## src/rtl/bpsk_pkg.sv

```systemverilog
// rtl/bpsk_pkg.sv - shared types and helpers for the BPSK transmit NCO and the receiver carrier NCO
package bpsk_pkg;

  typedef enum logic {
    IDLE   = 1'b0,
    ACTIVE = 1'b1
  } state_e;

  localparam int DEFAULT_ADDR_BITS = 9;

  // 180 degrees expressed in LUT address units
  function automatic int unsigned half_cycle_offset(input int unsigned addr_bits);
    return 32'd1 << (addr_bits - 1);
  endfunction

endpackage

```

## src/rtl/bpsk_phase_gen_if.sv

```systemverilog
// rtl/bpsk_phase_gen_if.sv - symbol bit handshake between the bit source and the BPSK phase generator
interface bpsk_phase_gen_if;

  logic sym_valid;
  logic sym_data;
  logic sym_ready;

  modport master (
    output sym_valid,
    output sym_data,
    input  sym_ready
  );

  modport slave (
    input  sym_valid,
    input  sym_data,
    output sym_ready
  );

endinterface

```

## src/rtl/phase_accumulator.sv

```systemverilog
// rtl/phase_accumulator.sv - enable-gated phase accumulator exposing its top OUT_BITS bits
module phase_accumulator #(
  parameter int ACC_BITS = 32,
  parameter int OUT_BITS = 9
) (
  input  logic                clk,
  input  logic                rst,
  input  logic                en,
  input  logic [ACC_BITS-1:0] ftw,
  output logic [OUT_BITS-1:0] acc_top
);

  logic [ACC_BITS-1:0] acc_q;
  logic [ACC_BITS-1:0] acc_d;

  always_comb begin
    acc_d = acc_q;
    if (en) begin
      acc_d = acc_q + ftw;
    end
  end

  always_ff @(posedge clk or posedge rst) begin
    if (rst) begin
      acc_q <= '0;
    end else begin
      acc_q <= acc_d;
    end
  end

  assign acc_top = acc_q[ACC_BITS-1 -: OUT_BITS];

endmodule

```

## src/rtl/bpsk_phase_gen.sv

```systemverilog
// rtl/bpsk_phase_gen.sv - BPSK phase generator: NCO address with per-symbol 180 degree offset
// BPSK_DIFF_ENC_EN selects differential encoding of the symbol bits.
module bpsk_phase_gen
  import bpsk_pkg::*;
#(
  parameter int ACC_BITS        = 32,
  parameter int ADDR_BITS       = DEFAULT_ADDR_BITS,
  parameter int SAMPLES_PER_SYM = 64
) (
  input  logic                 clk,
  input  logic                 rst,
  input  logic                 en,
  input  logic [ACC_BITS-1:0]  ftw,
  bpsk_phase_gen_if.slave      sym,
  output logic [ADDR_BITS-1:0] phase_out,
  output logic                 phase_valid,
  output logic                 sym_strobe,
  output logic                 underrun
);

  localparam int CNT_BITS = (SAMPLES_PER_SYM > 1) ? $clog2(SAMPLES_PER_SYM) : 1;
  localparam logic [CNT_BITS-1:0]  LAST_CNT = CNT_BITS'(SAMPLES_PER_SYM - 1);
  localparam logic [ADDR_BITS-1:0] HALF     = ADDR_BITS'(half_cycle_offset(ADDR_BITS));

  logic [ADDR_BITS-1:0] acc_top;

  state_e               state_q,     state_d;
  logic [CNT_BITS-1:0]  cnt_q,       cnt_d;
  logic                 flip_q,      flip_d;
  logic [ADDR_BITS-1:0] phase_q,     phase_d;
  logic                 pvalid_q,    pvalid_d;
  logic                 strobe_q,    strobe_d;
  logic                 underrun_q,  underrun_d;
  logic                 at_boundary;
  logic                 ready_c;
  logic                 xfer;

  phase_accumulator #(
    .ACC_BITS (ACC_BITS),
    .OUT_BITS (ADDR_BITS)
  ) u_acc (
    .clk     (clk),
    .rst     (rst),
    .en      (en),
    .ftw     (ftw),
    .acc_top (acc_top)
  );

  always_comb begin
    at_boundary = (state_q == ACTIVE) && (cnt_q == LAST_CNT);
    ready_c     = en && ((state_q == IDLE) || at_boundary);
    xfer        = ready_c && sym.sym_valid;

    state_d    = state_q;
    cnt_d      = cnt_q;
    flip_d     = flip_q;
    phase_d    = phase_q;
    underrun_d = underrun_q;
    pvalid_d   = 1'b0;
    strobe_d   = 1'b0;

    if (en) begin
      if (xfer) begin
        state_d  = ACTIVE;
        cnt_d    = '0;
        strobe_d = 1'b1;
`ifdef BPSK_DIFF_ENC_EN
        flip_d   = flip_q ^ sym.sym_data;
`else
        flip_d   = sym.sym_data;
`endif
      end else if (state_q == ACTIVE) begin
        if (at_boundary) begin
          state_d    = IDLE;
          cnt_d      = '0;
          underrun_d = 1'b1;
        end else begin
          cnt_d = cnt_q + CNT_BITS'(1);
        end
      end
      pvalid_d = (state_d == ACTIVE);
      // the new flip applies to the very first sample of a freshly accepted symbol
      phase_d  = acc_top + (flip_d ? HALF : '0);
    end
  end

  always_ff @(posedge clk or posedge rst) begin
    if (rst) begin
      state_q    <= IDLE;
      cnt_q      <= '0;
      flip_q     <= 1'b0;
      phase_q    <= '0;
      pvalid_q   <= 1'b0;
      strobe_q   <= 1'b0;
      underrun_q <= 1'b0;
    end else begin
      state_q    <= state_d;
      cnt_q      <= cnt_d;
      flip_q     <= flip_d;
      phase_q    <= phase_d;
      pvalid_q   <= pvalid_d;
      strobe_q   <= strobe_d;
      underrun_q <= underrun_d;
    end
  end

  assign sym.sym_ready = ready_c;
  assign phase_out     = phase_q;
  assign phase_valid   = pvalid_q;
  assign sym_strobe    = strobe_q;
  assign underrun      = underrun_q;

endmodule
```

## src/flat_wrapper.sv

```systemverilog
// flat-port wrapper written by rule: the top's interface ports become plain ports
module bpsk_phase_gen_flat import bpsk_pkg::*;
#(
  parameter int ACC_BITS        = 32,
  parameter int ADDR_BITS       = DEFAULT_ADDR_BITS,
  parameter int SAMPLES_PER_SYM = 64
)
  (clk, rst, en, ftw, phase_out, phase_valid, sym_strobe, underrun, sym_sym_valid, sym_sym_data, sym_sym_ready);
  bpsk_phase_gen_if sym_i ();
  input  logic clk;
  input  logic rst;
  input  logic en;
  input  logic [ACC_BITS-1:0] ftw;
  output logic [ADDR_BITS-1:0] phase_out;
  output logic phase_valid;
  output logic sym_strobe;
  output logic underrun;
  input wire logic [$bits(sym_i.sym_valid)-1:0] sym_sym_valid;
  input wire logic [$bits(sym_i.sym_data)-1:0] sym_sym_data;
  output wire logic [$bits(sym_i.sym_ready)-1:0] sym_sym_ready;
  assign sym_i.sym_valid = sym_sym_valid;
  assign sym_i.sym_data = sym_sym_data;
  assign sym_sym_ready = sym_i.sym_ready;
  bpsk_phase_gen #(.ACC_BITS(ACC_BITS), .ADDR_BITS(ADDR_BITS), .SAMPLES_PER_SYM(SAMPLES_PER_SYM)) u_core (.clk(clk), .rst(rst), .en(en), .ftw(ftw), .sym(sym_i), .phase_out(phase_out), .phase_valid(phase_valid), .sym_strobe(sym_strobe), .underrun(underrun));
endmodule
```

## config.mk

```make
export PLATFORM = sky130hd
export DESIGN_NAME = bpsk_phase_gen_flat
export DESIGN_NICKNAME = d
export VERILOG_FILES = /design/src/rtl/bpsk_pkg.sv /design/src/rtl/bpsk_phase_gen_if.sv /design/src/rtl/phase_accumulator.sv /design/src/rtl/bpsk_phase_gen.sv /design/src/flat_wrapper.sv
export SDC_FILE = /design/constraint.sdc
export NUM_CORES = 1
export LEC_CHECK = 0
export ABC_CLOCK_PERIOD_IN_PS = 5770
export BUFFER_PORTS_ARGS = -buffer_cell sky130_fd_sc_hd__buf_2
export CAP_MARGIN = 20
export CORE_ASPECT_RATIO = 1.2
export CORE_MARGIN = 5
export CORE_UTILIZATION = 35
export CTS_BUF_LIST = sky130_fd_sc_hd__clkbuf_2 sky130_fd_sc_hd__clkbuf_4 sky130_fd_sc_hd__clkbuf_8
export CTS_CLUSTER_DIAMETER = 60
export DETAILED_ROUTE_END_ITERATION = 7
export HOLD_SLACK_MARGIN = 0.03
export SYNTH_ARGS = -nofsm -noshare
export SYNTH_HDL_FRONTEND = slang
export SYNTH_SLANG_ARGS = --single-unit
```

## constraint.sdc

```tcl
create_clock -name clk -period 5.77 [get_ports clk]
set_clock_uncertainty 0.2 [all_clocks]
set_input_delay 0.2885 -clock clk [delete_from_list [all_inputs] [get_ports clk]]
set_output_delay 0.2885 -clock clk [all_outputs]
set_load 0.01 [all_outputs]
```

**Word level (Yosys, flattened, before mapping)**

Index checks and enable logic that the tools add are counted.

- Flip-flop bits (word level): 52
- Bits of input ports: 37
- Output and inout bits: 13
- Word-level logic and storage cells: 33

- Add/sub/neg operators: 3
- Equality and inequality tests: 1
- Multiplexer cells: 12
- Bitwise operators: 2
- Reductions and logical operators: 7

Operator list:

| cell | count |
|---|---|
| $add 32x32->32 | 1 |
| $mux 6 | 3 |
| $add 9x9->9 | 1 |
| $mux 9 | 1 |
| $mux 1 | 8 |
| $add 6x1->6 const B | 1 |
| $eq 6x6->1 const B | 1 |
| $reduce_and 4->1 | 1 |
| $logic_and 1x1->1 | 3 |
| $not 1->1 | 2 |
| $reduce_and 2->1 | 1 |
| $reduce_bool 2->1 | 1 |
| $logic_or 1x1->1 | 1 |

**Longest topological paths before layout**

Gate-level depths: netlist of the first run.

- Word-level depth: 9
- Gate-level depth with buffers: 10
- Mapped depth without buffers: 10

**Modules after synthesis**

A second synthesis of the first run with hierarchy kept.

- Cells, all modules: 377
- Area total of the unflattened synthesis: 3682.3 um^2

Modules (own cells, without submodules):

| module | instances | cells each | area each (um^2) | sequential area each (um^2) |
|---|---|---|---|---|
| phase_accumulator | 1 | 292 | 2765.2 | 800.8 |
| bpsk_phase_gen | 1 | 85 | 917.1 | 500.5 |

**Worst setup path after synthesis of the first run**

No wires, ideal clock.

- Kind: register -> register
- Start: register u_core.u_acc.acc_q[0]
- End: register u_core.u_acc.acc_q[26]
- Setup time: 125 ps
- Arrival time: 2386 ps
- Required time: 5445 ps
- Path slack: 3060 ps
- Stages on the path, launching flop included: 11
- Buffers on the path: 0
- Clock period less this slack: 2710 ps
- Cell sequence: dfrtp_1 -> ha_1 -> fa_1 -> a21o_1 -> a21oi_2 -> o21ai_1 -> a21oi_4 -> o211ai_1 -> a41oi_1 -> xnor2_1 -> mux2_2

- Cells in the longest elaborated chain, start to end: 1

RTL lines:

| what | line | text |
|---|---|---|
| start: declaration | phase_accumulator.sv:13 | `logic [ACC_BITS-1:0] acc_q;` |
| start signal: assignment | phase_accumulator.sv:25 | `acc_q <= '0;` |
| start signal: assignment | phase_accumulator.sv:27 | `acc_q <= acc_d;` |
| $add 32x32->32 | phase_accumulator.sv:19 | `acc_d = acc_q + ftw;` |

No other way between the ends.
A chain may end at the register's enable or synchronous reset.

**Worst setup path after layout of the first run**

Ends and elaborated chain as after synthesis.

==> flow_summary.json, run 1 <==
{
  "status": "complete, no violations",
  "coreArea_um2": 10360,
  "worst_slew_pin_slew_ns": 0.7035,
  "sw_frac_of_total": 0.4236,
  "critPathRequiredTime_ns": 5.77,
  "place.gp.congestion": 0.8982,
  "route.detailed.drc": 0,
  "path_buf_inv": 0,
  "cap_violations": 0,
  "r2r_cells": 10,
  "syn_inst": 373,
  "crit_type": "reg -> reg",
  "drt_iter0_drc": 66,
  "seq_power_share": 0.294,
  "cts_buffer_depth": 2,
  "drt-total-wl_um": 7818,
  "drtPass1Iterations": 6,
  "final.setup.tns_ns": 0,
  "synth_edf_count": 0,
  "ant_nets": 0,
  "period_minus_slack_ns": 2.956,
  "seq_area_um2": 1301,
  "rr_endpoint": "u_core.u_acc.acc_q[26]",
  "worst_setup_path_start_kind": "flip-flop",
  "nFillCells": 1072,
  "fp.dieH_um": 122.0,
  "min_to": "u_core.flip_q",
  "synth_cell_types": 52,
  "grt_start_max_net_pins": 64,
  "fmax_mhz": 338.3,
  "grt_pass1_wl_um": 13600,
  "fin_nets": 491,
  "layout-drive-gt1-share": 0.2441,
  "critPathMaxStageDelay_ns": 0.43,
  "via_count": 2894,
  "synth_nets": 443,
  "ios": 50,
  "postCtsSetupBuffers": 0,
  "switchingPower_uw": 930.0,
  "cts_sinks": 52,
  "combPwrFrac": 0.608,
  "ys_ff_latch": 52,
  "ctsHtreeMaxLevel": 2,
  "fp.dieW_um": 103.3,
  "start_util": 0.3529,
  "ys.flop_type": "dfrtp_1",
  "yosys_warnings": 0,
  "endpoint_kind": "flip-flop",
  "multiInputGateArea_um2": 2273,
  "finalSetupViolCount": 0,
  "synth.cell_area_um2": 3657,
  "cts-root-buf": "clkbuf_8",
  "rsz0062_at_grt": "no",
  "vias_per_cell": 5.252,
  "antenna_found_initial": 0,
  "leakagePower_nw": 1.898,
  "regToRegStartpoint": "u_core.u_acc.acc_q[0]",
  "grt_overflow": 0,
  "r2r_setup_slack_ns": 2.81,
  "clkLatencyLatePin_ns": 0.31,
  "avgRoutedWirePerCell_um": 14.19,
  "peakVddDrop_mv": 0.1869,
  "n_antenna_cell": 0,
  "path_max_fanout": 5,
  "pwr-share-clk": 0.098,
  "hpwl_um": 5873,
  "layout_common_cells": "52 x dfrtp_1, 49 x buf_2, 35 x mux2_2",
  "timing.slew.headroom": 0.5310,
  "crit_chain": "ha_1 > fa_1 > a21o_1 > a21oi_2 > o21ai_1 > a21oi_4 > o211ai_1 > a41oi_1 > xnor2_1 > mux2_2",
  "cts_tree": "built",
  "globalRouteTotalUtil": 0.1319,
  "io_buffers": 49,
  "postSynthAreaPerCell_um2": 9.805,
  "yosysSeqAreaShare": 0.3558,
  "path_depth": 10,
  "async_flop_share": 1.000,
  "period_share": 0.5123,
  "path_delay_family": "compound AO/OA/AOI/OAI gates",
  "die_area_um2": 12600,
  "clk_pin_slew_ns": 0.10,
  "whs_ns": 0.04894,
  "power.density_nw_per_um2": 530.9,
  "hold_path.class": "in -> reg",
  "maxSlewViolCount": 0,
  "cts_made_buffers": 5,
  "instances_no_fill": 551,
  "cellInternalPower_mw": 1.265,
  "dp_cells": 542,
  "rows": 41,
  "mostFrequentLayoutCell": "dfrtp_1",
  "cp_slowest_cell": "fa_1",
  "grt_pass1_vias": 3017,
  "timing.final.hold_violations": 0,
  "whs_path_depth": 2,
  "hp-start": "sym_sym_data",
  "syn_to_final_growth_pct": 13.07,
  "arrival_ns": 2.96
}
[metal layers]
layer  track usage  routed length, um  share of wire
met4       0.03563                 78          0.010
met3       0.01947                266          0.034
met2        0.2299               3939           0.50
met1        0.1683               3534           0.45
met5             0                  0              0
[stage by stage]
step	util	setup slack (ns)	total power [mW]	instance area, um2
CTS	0.3991	2.766	2.226	4135
finish	0.3991	2.814	2.195	4135
floorplan	-	3.060	1.710	3657
global route	0.3991	2.622	2.429	4135
global placement	0.3896	2.866	1.962	4038
detailed placement	0.3896	2.756	1.991	4038
[state kept, by name, indices dropped and copies added, names as in the netlist]
name,cells
u_core.u_acc.acc_q,32
u_core.cnt_q,6
u_core.flip_q,1
u_core.underrun,1
u_core.phase_out,9
u_core.phase_valid,1
u_core.sym_strobe,1
u_core.state_q,1
[logic make-up after synthesis]
kind of cell / share of synthesized area
xor+xnor: 0.07184
buf+inv: 0.02258
mux: 0.1132
flops: 0.3558
fa+ha+maj: 0.1149
compound gates: 0.2104
simple gates: 0.1112
[power groups by stage]
| stage | registers, mW | logic, mW | clock network [mW] |
|---|---|---|---|
| CTS | 0.648 | 1.35 | 0.231 |
| detailed placement | 0.655 | 1.34 | 0 |
| global placement | 0.646 | 1.32 | 0 |
| finish | 0.645 | 1.34 | 0.215 |
| floorplan | 0.642 | 1.07 | 0 |
| global route | 0.670 | 1.52 | 0.240 |
[repair_timing]
| action | 4_1_cts | 5_1_grt |
|---|---|---|
| endpoints found under the hold margin | 52 | 0 |
| endpoints found under the setup margin | 0 | 0 |
| resized for setup | 0 | 0 |
| hold buffers | 1 | 0 |
[layout make-up]
type | count | share of cell area
Multi-Input combinational cell | 299 | 0.5498
Tap cell | 129 | 0.03903
Sequential cell | 52 | 0.3147
Inverter | 11 | 0.009985
Clock inverter | 3 | 0.004539
Timing Repair Buffer | 52 | 0.06536
Clock buffer | 5 | 0.01664
[worst max-delay path by stage]
| stage | slack [ns] | startpoint | to |
|---|---|---|---|
| floorplan | 3.06 | u_core.u_acc.acc_q[0] | u_core.u_acc.acc_q[26] |
| global placement | 2.87 | ftw[0] | u_core.u_acc.acc_q[26] |
| detailed placement | 2.76 | ftw[0] | u_core.u_acc.acc_q[26] |
| CTS | 2.77 | u_core.u_acc.acc_q[0] | u_core.u_acc.acc_q[26] |
| global route | 2.62 | u_core.u_acc.acc_q[0] | u_core.u_acc.acc_q[26] |
| finish | 2.81 | u_core.u_acc.acc_q[0] | u_core.u_acc.acc_q[26] |
[synthesized netlist by cell type, types with 7 or more instances]
library cell	n	area (um2)
dfrtp_1	52	1301
mux2_2	35	394.1
a21oi_1	33	165.2
ha_1	32	400.4
nand2_1	25	93.84
nor2_1	20	75.07
xnor2_1	18	157.7
o21ai_0	17	85.08
a21o_1	13	97.59
xor2_1	12	105.1
clkbuf_1	11	41.29
inv_1	11	41.29
o21bai_1	8	60.06
nand2b_1	7	43.79
nand3_1	7	35.03
[worst reg2reg max path: cells and delay by family, from the launching register on]
kind | cells | cell delay (ns)
AOI/OAI and AO/OA | 6 | 1.25
adders and majority gates | 2 | 0.66
DFF | 1 | 0.39
muxes | 1 | 0.26
xor gates and xnor gates | 1 | 0.09
(Power assumes the default switching activity.)
==> inputs of run 2 (changes only) <==
- ABC_CLOCK_PERIOD_IN_PS: 5770 -> 2900
- clock period: 5.77 -> 2.9 ns (I/O delays scaled with it)
==> run 2 against run 1 <==
  * Final cell count rose by 2.7%
  * Die area did not move
  * Flip-flop and latch count did not move
==> flow_summary.json, run 2 (same netlist as run 1, synthesis figures left out) <==
{
  "worst_slew_pin_slew_ns": 0.7021,
  "coreArea_um2": 10360,
  "multiInputGateArea_um2": 2301,
  "hold_path.class": "in -> reg",
  "arrival_ns": 2.83,
  "report.power.total_mw": 4.576,
  "hpwl_um": 6333,
  "n_antenna_cell": 0,
  "fp.dieW_um": 103.3,
  "fp.dieH_um": 122.0,
  "layout-drive-gt1-share": 0.2700,
  "drtPass1Iterations": 4,
  "cts_buffer_depth": 2,
  "leakagePower_nw": 1.966,
  "drt_iter0_drc": 109,
  "timing.slew.headroom": 0.5319,
  "globalRouteTotalUtil": 0.1413,
  "clk_pin_slew_ns": 0.11,
  "die_area_um2": 12600,
  "drt-total-wl_um": 8486,
  "start_util": 0.3529,
  "ant_nets": 0,
  "endpoint_kind": "flip-flop",
  "grt_pass1_wl_um": 14230,
  "cts-root-buf": "clkbuf_8",
  "final.setup.tns_ns": 0,
  "rows": 41,
  "grt_pass1_vias": 3060,
  "vias_per_cell": 5.265,
  "fmax_mhz": 356.7,
  "io_buffers": 49,
  "peakVddDrop_mv": 0.3314,
  "syn_to_final_growth_pct": 17.48,
  "period_share": 0.9668,
  "cts_tree": "built",
  "cts_made_buffers": 5,
  "place.gp.congestion": 0.8512,
  "period_minus_slack_ns": 2.804,
  "cap_violations": 0,
  "seq_area_um2": 1301,
  "grt_start_max_net_pins": 63,
  "whs_path_depth": 4,
  "finalSetupViolCount": 0,
  "avgRoutedWirePerCell_um": 14.99,
  "clkLatencyLatePin_ns": 0.33,
  "top_register": "u_core.u_acc.acc_q",
  "nFillCells": 1049,
  "route.detailed.drc": 0,
  "antenna_found_initial": 0,
  "via_count": 2980,
  "crit_type": "reg -> reg",
  "largest_register_ffs": 32,
  "power.density_nw_per_um2": 1065,
  "path_max_fanout": 5,
  "ios": 50,
  "timing.final.hold_violations": 0,
  "maxSlewViolCount": 0,
  "mostFrequentLayoutCell": "dfrtp_1",
  "grt_overflow": 0,
  "critPathRequiredTime_ns": 2.92,
  "rsz0062_at_grt": "no",
  "cts_sinks": 52,
  "fin_nets": 506,
  "status": "complete, no violations",
  "ctsHtreeMaxLevel": 2,
  "worst_setup_path_start_kind": "flip-flop",
  "layout_common_cells": "52 x dfrtp_1, 49 x buf_2, 35 x mux2_2",
  "r2r_cells": 9
}
run 2: worst max-delay path, cell delays in order (launching register included):
cell and delay [ns]:
dfrtp_1 0.40, ha_1 0.37, nand2_1 0.13, o21ai_0 0.25, a21oi_2 0.11, o311ai_0 0.31
o211ai_1 0.21, and2_4 0.22, o311a_1 0.30, a311oi_1 0.21
run 2: cell type report:
| cell class | instances | share of cell area |
|---|---|---|
| clock buffer | 5 | 0.01602 |
| clock inverter | 3 | 0.005824 |
| inverter | 11 | 0.009610 |
| multi-input combinational | 299 | 0.5355 |
| sequential | 52 | 0.3029 |
| tap | 129 | 0.03757 |
| timing repair buffer | 67 | 0.09260 |
run 2: power breakdown:
part           internal, mW  switching (mW)  total (mW)
Sequential             1.07           0.209        1.28
Combinational          1.37            1.47        2.84
Clock                 0.177           0.282       0.458
run 2: per-stage QoR:
step / std cells / instance area [um2] / setup WS [ns] / hold WS (ns) / util
6_report: 566 / 4297 / 0.09640 / 0.08020 / 0.4146
5_1_grt: 566 / 4297 / 0.002220 / 0.08607 / 0.4146
4_1_cts: 565 / 4262 / 0.05078 / 0.07594 / 0.4113
3_5_place_dp: 550 / 4098 / 0.07198 / -0.03451 / 0.3954
3_3_place_gp: 550 / 4098 / 0.1468 / -0.04202 / 0.3954
2_1_floorplan: 373 / 3657 / 0.1896 / 0.09098 / -
run 2: timing repair:
action | 4_1_cts | 5_1_grt
setup endpoints to repair | 0 | 10
gates resized for setup | 0 | 8
hold endpoints to repair | 34 | 0
hold buffers | 7 | 0
buffers inserted | 0 | 1
run 2: final timing paths:
path / start / end / slack (ns)
setup / recovery: u_core.u_acc.acc_q[10] / u_core.u_acc.acc_q[29] / 0.1
hold / removal: ftw[30] / u_core.u_acc.acc_q[30] / 0.08
max in group asynchronous: rst / u_core.u_acc.acc_q[31] / 1.73
min in group asynchronous: rst / u_core.u_acc.acc_q[2] / 0.13
hold reg to reg: u_core.u_acc.acc_q[31] / u_core.u_acc.acc_q[31] / 0.30
setup reg to reg: u_core.u_acc.acc_q[10] / u_core.u_acc.acc_q[29] / 0.1
run 2: metal layers:
| layer | vias to the layer above | GRT usage | part of all wire |
|---|---|---|---|
| met3 | 7 | 0.02405 | 0.033 |
| met1 | 1426 | 0.1851 | 0.46 |
| met2 | 50 | 0.2356 | 0.49 |
| li1 | 1497 | - | - |
| met5 | - | 0 | 0 |
| met4 | 0 | 0.04453 | 0.013 |
==> inputs of run 3 (changes only) <==
- RECOVER_POWER: not set -> 25
==> run 3 against run 2 <==
  * Maximum frequency about the same
  * Setup slack got worse by 0.00088 ns
  * Total power decreased by 0.33%
  * Flip-flop and latch count stayed put
  * Sequential power is essentially flat
  * Largest cell class unchanged
  * Highest routed layer unchanged
==> flow_summary.json, run 3 (same netlist as run 1, synthesis figures left out) <==
{
  "cts_made_buffers": 5,
  "worst_slew_pin_slew_ns": 1.009,
  "met3_usage": 0.02405,
  "die_area_um2": 12600,
  "grt_pass1_vias": 3060,
  "arrival_ns": 2.83,
  "antenna_found_initial": 0,
  "post-route-util": 0.4129,
  "clk_pin_slew_ns": 0.11,
  "timing.final.hold_violations": 0,
  "worst_slack_ns": 0.09552,
  "nFillCells": 1058,
  "dp_cells": 550,
  "avgRoutedWirePerCell_um": 14.99,
  "power.density_nw_per_um2": 1066,
  "rows": 41,
  "largest_register_ffs": 32,
  "drtPass1Iterations": 4,
  "fin_nets": 506,
  "cts_sinks": 52,
  "design_area_um2": 4279,
  "finalSetupViolCount": 0,
  "report.power.total_mw": 4.561,
  "clkLatencyLatePin_ns": 0.33,
  "cap_violations": 0,
  "place.gp.congestion": 0.8512,
  "top_register": "u_core.u_acc.acc_q",
  "maxSlewViolCount": 0,
  "n_antenna_cell": 0,
  "hold_path.class": "in -> reg",
  "ios": 50,
  "top_usage_layer": "met2",
  "cts_buffer_depth": 2,
  "syn_to_final_growth_pct": 17.00,
  "final.setup.tns_ns": 0,
  "ctsHtreeMaxLevel": 2,
  "vias_per_cell": 5.265,
  "hpwl_um": 6333,
  "critPathRequiredTime_ns": 2.92,
  "layout_common_cells": "52 x dfrtp_1, 38 x buf_2, 35 x mux2_2",
  "globalRouteTotalUtil": 0.1413,
  "globalRouteMet2Util": 0.2356,
  "endpoint_kind": "flip-flop",
  "via_count": 2980,
  "ant_nets": 0,
  "period_share": 0.9671,
  "rsz0062_at_grt": "no",
  "cts_tree": "built",
  "fp.dieW_um": 103.3,
  "worst_setup_path_start_kind": "flip-flop",
  "route.detailed.drc": 0,
  "fmax_mhz": 356.6,
  "start_util": 0.3529,
  "grt_pass1_wl_um": 14230,
  "peakVddDrop_mv": 0.3318,
  "drt_iter0_drc": 103,
  "drt-total-wl_um": 8482,
  "fp.dieH_um": 122.0,
  "timing.slew.headroom": 0.3271,
  "coreArea_um2": 10360,
  "grt_start_max_net_pins": 63,
  "dpl_worst_slack_ns": 0.07198,
  "whs_ns": 0.08053,
  "crit_type": "reg -> reg",
  "leakagePower_nw": 1.930,
  "path_max_fanout": 5,
  "gr-usage-met1": 0.1851,
  "postPlaceCellArea_um2": 4098,
  "io_buffers": 49,
  "mostFrequentLayoutCell": "dfrtp_1",
  "grt_overflow": 0,
  "period_minus_slack_ns": 2.804,
  "instances_no_fill": 566,
  "layout-drive-gt1-share": 0.2403,
  "cts-root-buf": "clkbuf_8",
  "status": "complete, no violations"
}
## run 3: cell types whose count changed in the layout (fill, tap and decap cells not counted)
| cell | previous run | this run |
|---|---|---|
| buf_2 | 49 | 38 |
| buf_4 | 11 | 10 |
| clkbuf_1 | 0 | 12 |
| inv_1 | 10 | 11 |
| inv_2 | 1 | 0 |
## run 3: cell type report
class,count,area (um2),area share
Clock inverter,3,25.02,0.005848
Sequential cell,52,1301,0.3041
Inverter,11,41.29,0.009649
Timing Repair Buffer,67,380.4,0.08889
Multi-Input combinational cell,299,2301,0.5377
Tap cell,129,161.4,0.03772
Clock buffer,5,68.82,0.01608
## run 3: metal layers
| metal | up-vias | wire length [um] |
|---|---|---|
| li1 | 1497 | - |
| met1 | 1426 | 3918 |
| met2 | 50 | 4171 |
| met3 | 7 | 281 |
| met4 | 0 | 110 |
| met5 | - | 0 |
## run 3: critical path: stages (launching register included)
cell and delay, ns:
dfrtp_1 0.40, ha_1 0.37, nand2_1 0.13, o21ai_0 0.25, a21oi_2 0.11, o311ai_0 0.31, o211ai_1 0.21, and2_4 0.22
o311a_1 0.30, a311oi_1 0.21
## run 3: final timing paths
kind | start | to | slack, ns | depth (start not counted)
worst max-delay path | u_core.u_acc.acc_q[10] | u_core.u_acc.acc_q[29] | 0.1 | 9
worst min-delay path | ftw[30] | u_core.u_acc.acc_q[30] | 0.08 | 4
worst max register to register | u_core.u_acc.acc_q[10] | u_core.u_acc.acc_q[29] | 0.1 | 9
worst min register to register | u_core.u_acc.acc_q[31] | u_core.u_acc.acc_q[31] | 0.30 | 1
max in group asynchronous | rst | u_core.u_acc.acc_q[15] | 0.88 | 4
min in group asynchronous | rst | u_core.u_acc.acc_q[2] | 0.26 | 3
## run 3: where the power goes
group | internal, mW | switching [mW]
logic | 1.35 | 1.47
clock network | 0.177 | 0.281
registers | 1.07 | 0.211
total | 2.60 | 1.96
## run 3: what timing repair did
action	in CTS	in global routing
hold buffers	7	0
endpoints found under the setup margin	0	10
endpoints found under the hold margin	34	0
gates resized for setup	0	8
setup buffers	0	1
